File: config.mk
export PLATFORM = sky130hd
export DESIGN_NAME = rst_seq
export DESIGN_NICKNAME = d
export VERILOG_FILES = /design/src/rtl/rst_seq.sv
export SDC_FILE = /design/constraint.sdc
export NUM_CORES = 1
export LEC_CHECK = 0
export BUFFER_PORTS_ARGS = -buffer_cell sky130_fd_sc_hd__buf_2
export CAP_MARGIN = 20
export CORE_MARGIN = 2
export CORE_UTILIZATION = 54
export DETAILED_ROUTE_END_ITERATION = 10
export PLACE_DENSITY = 0.75
export REMOVE_ABC_BUFFERS = 1
export SYNTH_ARGS = -nofsm -noshare
export SYNTH_HDL_FRONTEND = slang
export SYNTH_SLANG_ARGS = --single-unit
export TNS_END_PERCENT = 50
File: constraint.sdc
create_clock -name clk -period 2.1 [get_ports clk]
set_clock_uncertainty 0.2 [all_clocks]
set_input_delay 0.105 -clock clk [delete_from_list [all_inputs] [get_ports clk]]
set_output_delay 0.105 -clock clk [all_outputs]
set_load 0.02 [all_outputs]
File: src/rtl/rst_seq.sv
// ============================================================================
// Module   : rst_seq
// Brief    : Reset sequencer for the clkgen output domain. It qualifies MMCM
//            lock, then releases the periph reset and later the core reset.
//            Optional loss counter: define RST_SEQ_LOSS_CNT_EN.
// Revision : 1.0 - initial release
// ============================================================================
`default_nettype none

module rst_seq #(
    parameter int LOCK_CYCLES   = 64,
    parameter int CORE_DELAY    = 16,
    parameter int SW_RST_CYCLES = 8,
    parameter int SYNC_STAGES   = 2
) (
    input  logic       clk,
    input  logic       rst_n,
    input  logic       locked,
    input  logic       sw_rst_req,
    output logic       periph_rst_n,
    output logic       core_rst_n,
    output logic       ready,
    output logic [2:0] state_o
`ifdef RST_SEQ_LOSS_CNT_EN
    ,
    output logic [7:0] loss_cnt
`endif
);

    localparam int C_MAX_A = (LOCK_CYCLES > CORE_DELAY) ? LOCK_CYCLES : CORE_DELAY;
    localparam int C_MAX   = (C_MAX_A > SW_RST_CYCLES) ? C_MAX_A : SW_RST_CYCLES;
    localparam int CNT_W   = $clog2(C_MAX + 1);

    localparam logic [CNT_W-1:0] c_lock_last = CNT_W'(LOCK_CYCLES - 1);
    localparam logic [CNT_W-1:0] c_core_last = CNT_W'(CORE_DELAY - 1);
    localparam logic [CNT_W-1:0] c_sw_last   = CNT_W'(SW_RST_CYCLES - 1);

    localparam logic [2:0] c_wait_lock  = 3'd0;
    localparam logic [2:0] c_stable     = 3'd1;
    localparam logic [2:0] c_rel_periph = 3'd2;
    localparam logic [2:0] c_run        = 3'd3;
    localparam logic [2:0] c_sw_rst     = 3'd4;

    logic [SYNC_STAGES-1:0] r_sync;
    logic                   w_lock_s;
    logic [2:0]             r_state;
    logic [2:0]             w_next;
    logic [CNT_W-1:0]       r_cnt;
    logic [CNT_W-1:0]       w_cnt_next;
    logic                   r_periph_rst_n;
    logic                   r_core_rst_n;
    logic                   r_ready;

    always_ff @(posedge clk or negedge rst_n) begin
        if (!rst_n) begin
            r_sync <= '0;
        end else begin
            r_sync <= {r_sync[SYNC_STAGES-2:0], locked};
        end
    end

    assign w_lock_s = r_sync[SYNC_STAGES-1];

    // Counter only advances while dwelling in a timed state; any state change clears it.
    always_comb begin
        w_next     = r_state;
        w_cnt_next = '0;
        case (r_state)
            c_wait_lock: begin
                if (w_lock_s) w_next = c_stable;
            end
            c_stable: begin
                if (!w_lock_s)                w_next = c_wait_lock;
                else if (r_cnt == c_lock_last) w_next = c_rel_periph;
                else                          w_cnt_next = r_cnt + 1'b1;
            end
            c_rel_periph: begin
                if (!w_lock_s)                w_next = c_wait_lock;
                else if (r_cnt == c_core_last) w_next = c_run;
                else                          w_cnt_next = r_cnt + 1'b1;
            end
            c_run: begin
                if (!w_lock_s)       w_next = c_wait_lock;
                else if (sw_rst_req) w_next = c_sw_rst;
            end
            c_sw_rst: begin
                if (!w_lock_s)              w_next = c_wait_lock;
                else if (r_cnt == c_sw_last) w_next = c_run;
                else                        w_cnt_next = r_cnt + 1'b1;
            end
            default: w_next = c_wait_lock;
        endcase
    end

    // Outputs decode the next state so they switch on the same edge as the FSM.
    always_ff @(posedge clk or negedge rst_n) begin
        if (!rst_n) begin
            r_state        <= c_wait_lock;
            r_cnt          <= '0;
            r_periph_rst_n <= 1'b0;
            r_core_rst_n   <= 1'b0;
            r_ready        <= 1'b0;
        end else begin
            r_state        <= w_next;
            r_cnt          <= w_cnt_next;
            r_periph_rst_n <= (w_next == c_rel_periph) || (w_next == c_run) ||
                              (w_next == c_sw_rst);
            r_core_rst_n   <= (w_next == c_run);
            r_ready        <= (w_next == c_run);
        end
    end

    assign periph_rst_n = r_periph_rst_n;
    assign core_rst_n   = r_core_rst_n;
    assign ready        = r_ready;
    assign state_o      = r_state;

`ifdef RST_SEQ_LOSS_CNT_EN
    logic       w_loss_evt;
    logic [7:0] r_loss_cnt;

    assign w_loss_evt = !w_lock_s && (r_state >= c_stable) && (r_state <= c_sw_rst);

    always_ff @(posedge clk or negedge rst_n) begin
        if (!rst_n) begin
            r_loss_cnt <= '0;
        end else if (w_loss_evt && (r_loss_cnt != 8'hFF)) begin
            r_loss_cnt <= r_loss_cnt + 8'd1;
        end
    end

    assign loss_cnt = r_loss_cnt;
`endif

endmodule

`default_nettype wire

**Word-level counts from Yosys, hierarchy flattened**

Index checks and enable logic that the tools add are counted.

- Register bits: 14
- Input port bits: 4
- Output and inout port bits: 6
- Word-level logic and storage cells: 36

- Add/sub/neg operators: 1
- Equal/unequal tests: 10
- Muxes and demuxes: 17
- Reductions and logical operators: 3

Operator list:

| kind | count |
|---|---|
| two-way mux 7 bit | 6 |
| two-way mux 3 bit | 9 |
| case mux 7 bit (3 select lines) | 1 |
| case mux 3 bit (5 select lines) | 1 |
| == test 3 x 2 -> 1 bit, second input constant | 4 |
| adder 7 x 1 -> 7 bit, second input constant | 1 |
| == test 7 x 3 -> 1 bit, second input constant | 1 |
| == test 7 x 4 -> 1 bit, second input constant | 1 |
| == test 7 x 6 -> 1 bit, second input constant | 1 |
| == test 3 bit, second input constant | 2 |
| == test 3 x 1 -> 1 bit, second input constant | 1 |
| zero test 3 bit | 1 |
| logical OR 1 bit | 2 |

**Depth between registers and ports, before layout**

Gate-level depths: netlist (run 1).

- Depth in word-level cells: 7
- Depth in mapped cells: 5
- Depth with buffers taken out: 5

**Worst setup path after synthesis (run 1)**

No wires, ideal clock.

- Path type: reg-to-reg
- From: reg r_state[0] (netlist: state_o[0])
- To: reg r_ready (netlist: ready)
- Setup time: 121 ps
- Data arrival time: 1,396 ps
- Required time: 1,779 ps
- Setup slack: 383 ps
- Cell stages (with the launch flop): 6
- Path buffers: 1
- Clock period less this slack: 1,717 ps
- Cell sequence: dfrtp_1 -> buf_2 -> nand2_1 -> and4b_1 -> a211oi_1 -> and4b_1

- Cells in the longest elaborated chain, start to end: 4
- Elaborated cells on any way between the ends: 16
- Classes of those cells: 5 x eq/ne; 10 x mux; 1 x reduce/logical

RTL lines:

| what | RTL line | RTL |
|---|---|---|
| from (decl) | 46 | `logic [2:0] r_state;` |
| from (signal assigned) | 98 | `r_state <= c_wait_lock;` |
| from (signal assigned) | 104 | `r_state <= w_next;` |
| two-way mux 3 bit, on equally long branches (2 in a row) | n/a |  |
| case mux 3 bit (5 select lines) * | 68 | `case (r_state)` |
| == test 3 x 2 -> 1 bit * | 109 | `r_ready <= (w_next == c_run);` |
| to (signal assigned) | 109 |  |
| to (decl) | 52 | `logic r_ready;` |

Every way passes the cells marked *; elsewhere a longest branch is shown, timed or not.

**Worst setup path after layout (run 1)**

- From: reg r_cnt[0]
- To: reg r_ready (netlist: ready)

- Cells in the longest elaborated chain, start to end: 5
- Elaborated cells on any way between the ends: 11
- Classes of those cells: 4 x eq/ne; 7 x mux

RTL lines:

| what | RTL line | RTL |
|---|---|---|
| from (decl) | 48 | `logic [CNT_W-1:0] r_cnt;` |
| from (signal assigned) | 105 | `r_cnt <= w_cnt_next;` |
| == test 7 x 3 -> 1 bit (tied with other cells) | 88 | `else if (r_cnt == c_sw_last) w_next = c_run;` |
| two-way mux 3 bit, on equally long branches | 88, 74, 79 |  |
| two-way mux 3 bit, on equally long branches | 87, 73, 78 |  |
| case mux 3 bit (5 select lines) * | 68 |  |
| == test 3 x 2 -> 1 bit * | 109 |  |

Marked as above.

==> impl_metrics.csv, run 1 <==
group,metric,value,unit
setup_path,r2r-start,"r_cnt[0]",
synthesis,ys_seq_elements,14,
global_route,grt_pass1_vias,575,
drt,drt_iter0_drc,11,
drt,viasPerCell,6.01,
synthesis,synthSimpleGateAreaFrac,27.0,%
synthesis,netlist_area,793,um^2
sta,rsz0062_at_grt,"false",
sta,maxSlewHeadroom,72.7,%
floorplan,io_pins,10,
setup_path,cp_cell_sequence,"ha_1 -> nand3b_1 -> nor3_1 -> a211oi_1 -> and4b_1",
global_route,gr-usage-all-layers,19.5,%
run_status,status,"completed",
cts,ctsResizeCount,0,
floorplan,die_area,1790,um^2
pwr,power.leakage,0.416,nW
drt,routedWlPerCell,13.8,um
setup_path,crit_type,"register to register",
place,dp_cells,99,
sta,period_needed,1.92,ns
setup_path,crit_path_end_kind,"register",
finish,stdcell_count,106,
sta,worst_pin_slew,0.404,ns
sta,period_share,91.6,%
cts,postCtsHoldBufs,3,
synthesis,syn_area_per_cell,10.0,um^2
finish,drive_above_1_share,22.0,%
synthesis,synthAdderAreaFrac,1.58,%
floorplan,coreArea,1330,um^2
setup_path,reg2reg_setup_slack,0.18,ns
finish,fin_nets,97,
synthesis,synth_top_flop_cell,"dfrtp_1",
synthesis,netlist_instances,79,
place,place_congestion,0.846,
sta,hold_viol,0,
pwr,vdd_drop_max,527,uV
synthesis,yosysWarnings,0,
drt,first_pass_iters,4,
floorplan,die_h,42.3,um
synthesis,synth-xor-area-share,5.52,%
place,place_hpwl,1.07,mm
finish,n_fill_cell,107,
global_route,grt_first_pass_wirelength,2.59,mm
global_route,grt-ovfl-total,0,
setup_path,cpMaxStageDelayCell,"dfrtp_1",
synthesis,synth_compound_area_share,16.6,%
cts,postCtsSetupRepairBufs,0,
synthesis,ys_types,37,
sta,slew_violations,0,
finish,n_antenna_cell,0,
setup_path,worst-r2r-cell-count,5,
flow_run,maxCapViolations,0,
finish,areaGrowthSynthToFinish,13.1,%
setup_path,cp.required,2.08,ns
min_path,worstHoldPathType,"primary input to async pin",
cts,htreeDepth,1,
cts,clock_sinks,14,
floorplan,fp-row-count,13,
cts,clock_path_buffers,2,
pwr,p_per_area,558,nW/um^2
drt,antenna_left,0,
cts,root_buffer,"clkbuf_4",
setup_path,path_max_fanout,6,
sta,fin_tns_setup,0,ns
synthesis,synth_edf_count,0,
finish,fin_util,67.3,%
synthesis,ys_seq_area_share,44.2,%
drt,vias,637,
floorplan,die_x,42.3,um
floorplan,initial_utilization,59.5,%
place,io_buffers,9,
synthesis,synth_top_family_by_area,"simple AND/OR/NAND/NOR gates",
drt,drc_errors,0,
global_route,grt_max_degree,17,
synthesis,async_flop_share,100,%
setup_path,r2r_end,"ready",
sta,setup_viol,0,
setup_path,crit_path_start_kind,"register",
drt,routed_wl,1.47,mm
synthesis,muxShareOfSynthArea,0,%
cts,cts_tree,"done",
sta,max_freq,520,MHz
cts,clk_pin_slew,0.08,ns
setup_path,cpPeakStageDelay,0.41,ns
cts,cts_buffers,3,
cts,clk_latency,0.28,ns
setup_path,cp.arrival,1.90,ns
global_route,antenna_found_initial,0,
-- kinds of logic (layout without fill, tap and decap cells) --
| group | Yosys count | in the layout |
|---|---|---|
| xor+xnor | 5 | 5 |
| fa+ha+maj | 1 | 1 |
| compound gates | 18 | 18 |
| simple gates | 34 | 34 |
| buf+inv | 7 | 19 |
| flops | 14 | 14 |
-- area by class of cell --
class	count	area, um^2	share of cell area (%)
inverters	2	7.51	0.837
repair buffers	13	82.6	9.21
flip-flops and latches	14	350	39.1
clock buffers	4	36.3	4.04
well taps	15	18.8	2.09
multi-input cells	58	402	44.8
-- power by group --
| part | leakage (nW) | switching (mW) | internal [mW] |
|---|---|---|---|
| Clock | 0.0210 | 0.0850 | 0.106 |
| Combinational | 0.208 | 0.0150 | 0.0141 |
| Sequential | 0.188 | 0.00724 | 0.274 |
-- sequential cells by signal, indices dropped and copies added, names as in the netlist --
register,count
periph_rst_n,1
r_sync,2
state_o,3
ready,1
r_cnt,7
-- routing by layer --
layer	track usage (%)	vias to the layer above	routed length, um
li1	-	315	-
met4	11.3	0	44
met2	25.2	28	610
met1	29.7	288	713
met3	3.88	6	99
met5	0	-	0
-- cell usage after synthesis (2+ instances only) --
library cell / number / area (um^2)
a21oi_1: 3 / 15.0
xnor2_1: 2 / 17.5
and3_2: 2 / 15.0
a31oi_1: 2 / 12.5
buf_2: 3 / 15.0
nand2_1: 2 / 7.51
xor2_1: 3 / 26.3
nor4bb_1: 2 / 20.0
nor3b_1: 2 / 15.0
inv_1: 2 / 7.51
and4b_1: 2 / 20.0
dfrtp_1: 14 / 350
nand3_1: 5 / 25.0
o21ai_0: 3 / 15.0
nor2_1: 10 / 37.5
-- how the worst max path moves through the flow --
| stage | start | end | slack (ns) | cells past startpoint |
|---|---|---|---|---|
| after floorplan | state_o[2] | ready | 0.39 | 4 |
| after global placement | r_cnt[0] | ready | 0.26 | 5 |
| after detailed placement | r_cnt[0] | ready | 0.19 | 5 |
| after CTS | r_cnt[0] | ready | 0.17 | 5 |
| after global routing | r_cnt[0] | ready | 0.04 | 5 |
| final | r_cnt[0] | ready | 0.18 | 5 |
-- critical path, delay by kind of cell (launching register included) --
kind / cells / cell delay [ns]
flip-flops: 1 / 0.41
adder cells (fa/ha/maj): 1 / 0.26
AO/OA/AOI/OAI: 1 / 0.39
AND/OR/NAND/NOR: 3 / 0.55
-- through the flow --
| step | hold WS [ns] | area [um^2] | worst slack (ns) | power, mW |
|---|---|---|---|---|
| 2_1_floorplan | -0.391 | 759 | 0.388 | 0.298 |
| 3_3_place_gp | -0.187 | 831 | 0.256 | 0.312 |
| 3_5_place_dp | -0.182 | 831 | 0.187 | 0.312 |
| 4_1_cts | 0.0516 | 897 | 0.168 | 0.509 |
| 5_1_grt | 0.0731 | 897 | 0.0438 | 0.524 |
| 6_report | 0.0436 | 897 | 0.177 | 0.501 |
-- placed cells by master, fill, tap and decap left out, types with 3 or more instances in the layout --
cell and n:
dfrtp_1 14, nor2_1 10, buf_2 9, nand3_1 5, o21ai_0 3, xor2_1 3
a21oi_1 3, clkbuf_4 3, dlygate4sd3_1 3
Power figures use the tool's default switching activity.
==> run 2, diff against run 1 <==
PLACE_DENSITY = 0.83   (was 0.75)
==> impl_metrics.csv, run 2 (synthesis results as in run 1) <==
group,metric,value,unit
run_status,status,"completed",
sta,layout_setup_ws,0.257,ns
finish,largest_reg_flops,7,
finish,layout_commonest_cell,"dfrtp_1",
sta,period_share,87.8,%
floorplan,die_x,42.3,um
drt,routed_wl,1.57,mm
global_route,grt_max_degree,17,
place,io_buffers,9,
setup_path,reg2reg_setup_slack,0.26,ns
cts,clk_pin_slew,0.09,ns
pwr,p_per_area,563,nW/um^2
setup_path,cpMaxStageDelayCell,"dfrtp_1",
cts,htreeDepth,1,
finish,multi_input_area,407,um^2
pwr,p_comb_share,5.8,%
pwr,power.leakage,0.412,nW
finish,regMostFlops,"r_cnt",
finish,n_antenna_cell,0,
sta,setup_viol,0,
finish,fin_util,67.1,%
floorplan,die_h,42.3,um
drt,routedWlPerCell,14.9,um
pwr,pwr-share-seq,55.9,%
drt,vias,644,
setup_path,path_delay_family,"compound AO/OA/AOI/OAI gates",
place,place_worst_setup_slack,0.199,ns
cts,clock_path_buffers,2,
cts,clock_sinks,14,
global_route,grt_pass1_vias,567,
cts,clk_latency,0.28,ns
sta,slew_violations,0,
cts,cts_buffers,3,
cts,root_buffer,"clkbuf_4",
setup_path,r2r-start,"r_cnt[0]",
cts,cts_tree,"done",
setup_path,path_max_fanout,6,
finish,fin_nets,96,
pwr,power.share.clock,38.3,%
sta,max_freq,543,MHz
sta,fin_tns_setup,0,ns
place,place_hpwl,1.08,mm
min_path,worstHoldPathType,"primary input to async pin",
floorplan,fp-row-count,13,
setup_path,crit_path_start_kind,"register",
finish,stdcell_count,105,
pwr,power_switching,0.110,mW
global_route,grt_first_pass_wirelength,2.64,mm
pwr,p_sw_share,21.9,%
place,place_congestion,0.849,
floorplan,die_area,1790,um^2
finish,register_area,350,um^2
drt,viasPerCell,6.13,
finish,fin_area,895,um^2
sta,maxSlewHeadroom,70.7,%
sta,hold_viol,0,
setup_path,cp_cell_sequence,"ha_1 -> nand3b_1 -> o21a_1 -> a211oi_2 -> nor2_1",
flow_run,maxCapViolations,0,
global_route,grt-ovfl-total,0,
finish,areaGrowthSynthToFinish,12.8,%
finish,n_fill_cell,114,
floorplan,coreArea,1330,um^2
pwr,p_int,0.393,mW
setup_path,cp.required,2.06,ns
setup_path,cpPeakStageDelay,0.38,ns
sta,period_needed,1.84,ns
drt,antenna_left,0,
setup_path,crit_path_start,"r_cnt[0]",
setup_path,cp.arrival,1.80,ns
setup_path,cp_num_buf_inv,0,
drt,first_pass_iters,4,
finish,final_cell_mix,"dfrtp_1 (14), nor2_1 (10), buf_2 (9), nand3_1 (5)",
finish,drive_above_1_share,22.2,%
floorplan,io_pins,10,
floorplan,initial_utilization,59.5,%
sta,rsz0062_at_grt,"false",
drt,drc_errors,0,
setup_path,crit_path_end_kind,"register",
place,dp_cells,98,
drt,drt_iter0_drc,13,
setup_path,crit_type,"register to register",
sta,worst_pin_slew,0.434,ns
global_route,antenna_found_initial,0,
pwr,vdd_drop_max,424,uV
global_route,gr-usage-all-layers,19.5,%
place,placed_area,823,um^2
==> run 2: cell types whose count changed in the layout (fill, tap and decap cells not counted), sizes merged <==
cell and delta:
buf -1
==> run 2: final cells by class <==
type / instances / share of cell area, %
Inverter: 2 / 0.839
Timing Repair Buffer: 12 / 8.39
Tap cell: 15 / 2.10
Multi-Input combinational cell: 58 / 45.5
Sequential cell: 14 / 39.2
Clock buffer: 4 / 4.06
==> run 2: metrics by stage <==
step	power [mW]	hold WS, ns
floorplan	0.298	-0.391
global placement	0.310	-0.196
detailed placement	0.311	-0.192
CTS	0.508	0.0374
global route	0.524	0.0673
finish	0.503	0.0290
==> run 2: worst paths after layout <==
kind	depth (start not counted)	endpoint
max	5	r_cnt[3]
min	2	r_cnt[3]
max reg2reg	5	r_cnt[3]
min reg2reg	0	r_sync[1]
max in group asynchronous	2	periph_rst_n
min in group clk	0	r_sync[1]
==> run 2: routing by layer <==
metal  global-route usage, %  up-vias  share of wire [%]
li1                        -      309                  -
met1                    27.8      305                 44
met2                    29.2       25                 49
met3                    2.59        5                4.9
met4                    9.38        0                1.3
met5                       0        -                  0
==> run 2: worst register-to-register path, delay by kind of cell (launching register included) <==
| family | cells | cell delay [ns] |
|---|---|---|
| AO/OA/AOI/OAI | 2 | 0.57 |
| flip-flops | 1 | 0.38 |
| AND/OR/NAND/NOR | 2 | 0.31 |
| adder cells (fa/ha/maj) | 1 | 0.26 |
==> run 2: timing repair <==
| item | 4_1_cts | 5_1_grt |
|---|---|---|
| hold buffers | 3 | 0 |
| endpoints found under the hold margin | 16 | 0 |
| setup endpoints to repair | 0 | 1 |
| setup buffers | 0 | 0 |
| resized for setup | 0 | 1 |
==> run 2: power by group through the flow <==
stage          clock, mW  combinational, mW  sequential (mW)
6_report           0.193             0.0291            0.281
5_1_grt            0.208             0.0332            0.282
4_1_cts            0.198             0.0294            0.281
3_5_place_dp           0             0.0249            0.287
3_3_place_gp           0             0.0242            0.286
2_1_floorplan          0             0.0124            0.286
==> run 3, diff against run 2 <==
SETUP_SLACK_MARGIN = 0.4   (was not set)
==> impl_metrics.csv, run 3 (synthesis results as in run 1) <==
group,metric,value,unit
setup_path,cpPeakStageDelay,0.43,ns
sta,rsz0062_at_grt,"true",
sta,fin_tns_setup,0,ns
global_route,grt_first_pass_wirelength,3.01,mm
place,place_congestion,0.849,
finish,final_cell_mix,"nor2_1 (10), buf_2 (9), dfrtp_1 (9), dfrtp_2 (5), buf_4 (5)",
run_status,status,"completed",
setup_path,cpMaxStageDelayCell,"dfrtp_2",
sta,worst_pin_slew,0.414,ns
setup_path,cp_num_buf_inv,0,
floorplan,fp-row-count,13,
finish,register_area,357,um^2
setup_path,cp.arrival,1.76,ns
cts,clk_pin_slew,0.09,ns
finish,areaGrowthSynthToFinish,23.0,%
cts,root_buffer,"clkbuf_4",
finish,n_antenna_cell,0,
setup_path,worst-r2r-cell-count,4,
min_path,worstHoldPathType,"primary input to async pin",
setup_path,crit_path_end_kind,"register",
sta,layout_setup_ws,0.349,ns
cts,clock_path_buffers,2,
drt,routed_wl,1.74,mm
setup_path,path_delay_family,"simple AND/OR/NAND/NOR gates",
setup_path,crit_path_start_kind,"register",
cts,cts_buffers,3,
sta,period_share,83.4,%
floorplan,io_pins,10,
pwr,vdd_drop_max,436,uV
global_route,grt_max_degree,17,
place,io_buffers,9,
floorplan,die_area,1790,um^2
finish,fin_nets,101,
drt,vias,661,
cts,clock_sinks,14,
pwr,power.total,0.507,mW
setup_path,r2r_end,"ready",
setup_path,crit_type,"register to register",
drt,routedWlPerCell,15.8,um
floorplan,coreArea,1330,um^2
finish,drive_above_1_share,35.8,%
setup_path,r2r-start,"r_cnt[3]",
setup_path,cp_cell_sequence,"or3_4 -> o31a_1 -> o22ai_2 -> and4b_1",
setup_path,reg2reg_setup_slack,0.35,ns
pwr,p_per_area,519,nW/um^2
sta,maxSlewHeadroom,72.0,%
global_route,grt_pass1_vias,626,
setup_path,path_max_fanout,4,
sta,slew_violations,0,
cts,htreeDepth,1,
finish,layout_commonest_cell,"nor2_1",
cts,clk_latency,0.28,ns
drt,antenna_left,0,
sta,hold_viol,0,
place,place_hpwl,1.08,mm
drt,viasPerCell,6.01,
sta,max_freq,571,MHz
flow_run,maxCapViolations,0,
drt,drc_errors,0,
cts,cts_tree,"done",
drt,drt_iter0_drc,8,
drt,first_pass_iters,4,
pwr,power.leakage,0.430,nW
finish,largest_reg_flops,7,
finish,n_fill_cell,93,
floorplan,die_h,42.3,um
floorplan,die_x,42.3,um
setup_path,cp.required,2.11,ns
finish,regMostFlops,"r_cnt",
place,place_worst_setup_slack,0.199,ns
sta,period_needed,1.75,ns
sta,setup_viol,0,
floorplan,initial_utilization,59.5,%
global_route,antenna_found_initial,0,
finish,multi_input_area,444,um^2
global_route,gr-usage-all-layers,22.6,%
global_route,grt-ovfl-total,0,
-- run 3: stage by stage --
stage	std cells	hold WS [ns]	util (%)	area [um^2]
after floorplan	74	-0.391	-	759
after global placement	98	-0.196	61.7	823
after detailed placement	98	-0.192	61.7	823
after CTS	106	0.0377	69.7	930
after global routing	110	0.0678	73.2	976
final	110	0.0343	73.2	976
-- run 3: per-layer routing --
layer | share of wire, % | GRT usage, %
met1 | 47 | 31.1
met2 | 49 | 35.1
met3 | 2.3 | 3.02
met4 | 1.6 | 10.6
met5 | 0 | 0
-- run 3: repair_timing --
action | CTS | global route
setup buffers | 1 | 4
setup endpoints to repair | 9 | 11
pin swaps | 2 | 6
cloned | 0 | 0
hold buffers | 3 | 0
endpoints found under the hold margin | 16 | 0
gates resized for setup | 7 | 6
-- run 3: how the worst max path moves through the flow --
stage	startpoint	end	slack, ns	cells past startpoint
floorplan	state_o[2]	ready	0.39	4
global placement	r_cnt[0]	ready	0.24	5
detailed placement	r_cnt[0]	ready	0.20	5
CTS	state_o[0]	r_cnt[4]	0.33	2
global route	r_cnt[0]	ready	0.29	5
finish	r_cnt[3]	ready	0.35	4
-- run 3: cell type report --
class                           count  area share (%)
Clock buffer                        4            3.72
Inverter                            2           0.769
Multi-Input combinational cell     58            45.5
Sequential cell                    14            36.5
Tap cell                           15            1.92
Timing Repair Buffer               17            11.5
-- run 3: power by group --
group / switching, mW / internal (mW) / total (mW)
Sequential: 0.00885 / 0.274 / 0.283
Clock: 0.0864 / 0.105 / 0.192
Combinational: 0.0157 / 0.0162 / 0.0319
Total: 0.111 / 0.396 / 0.507
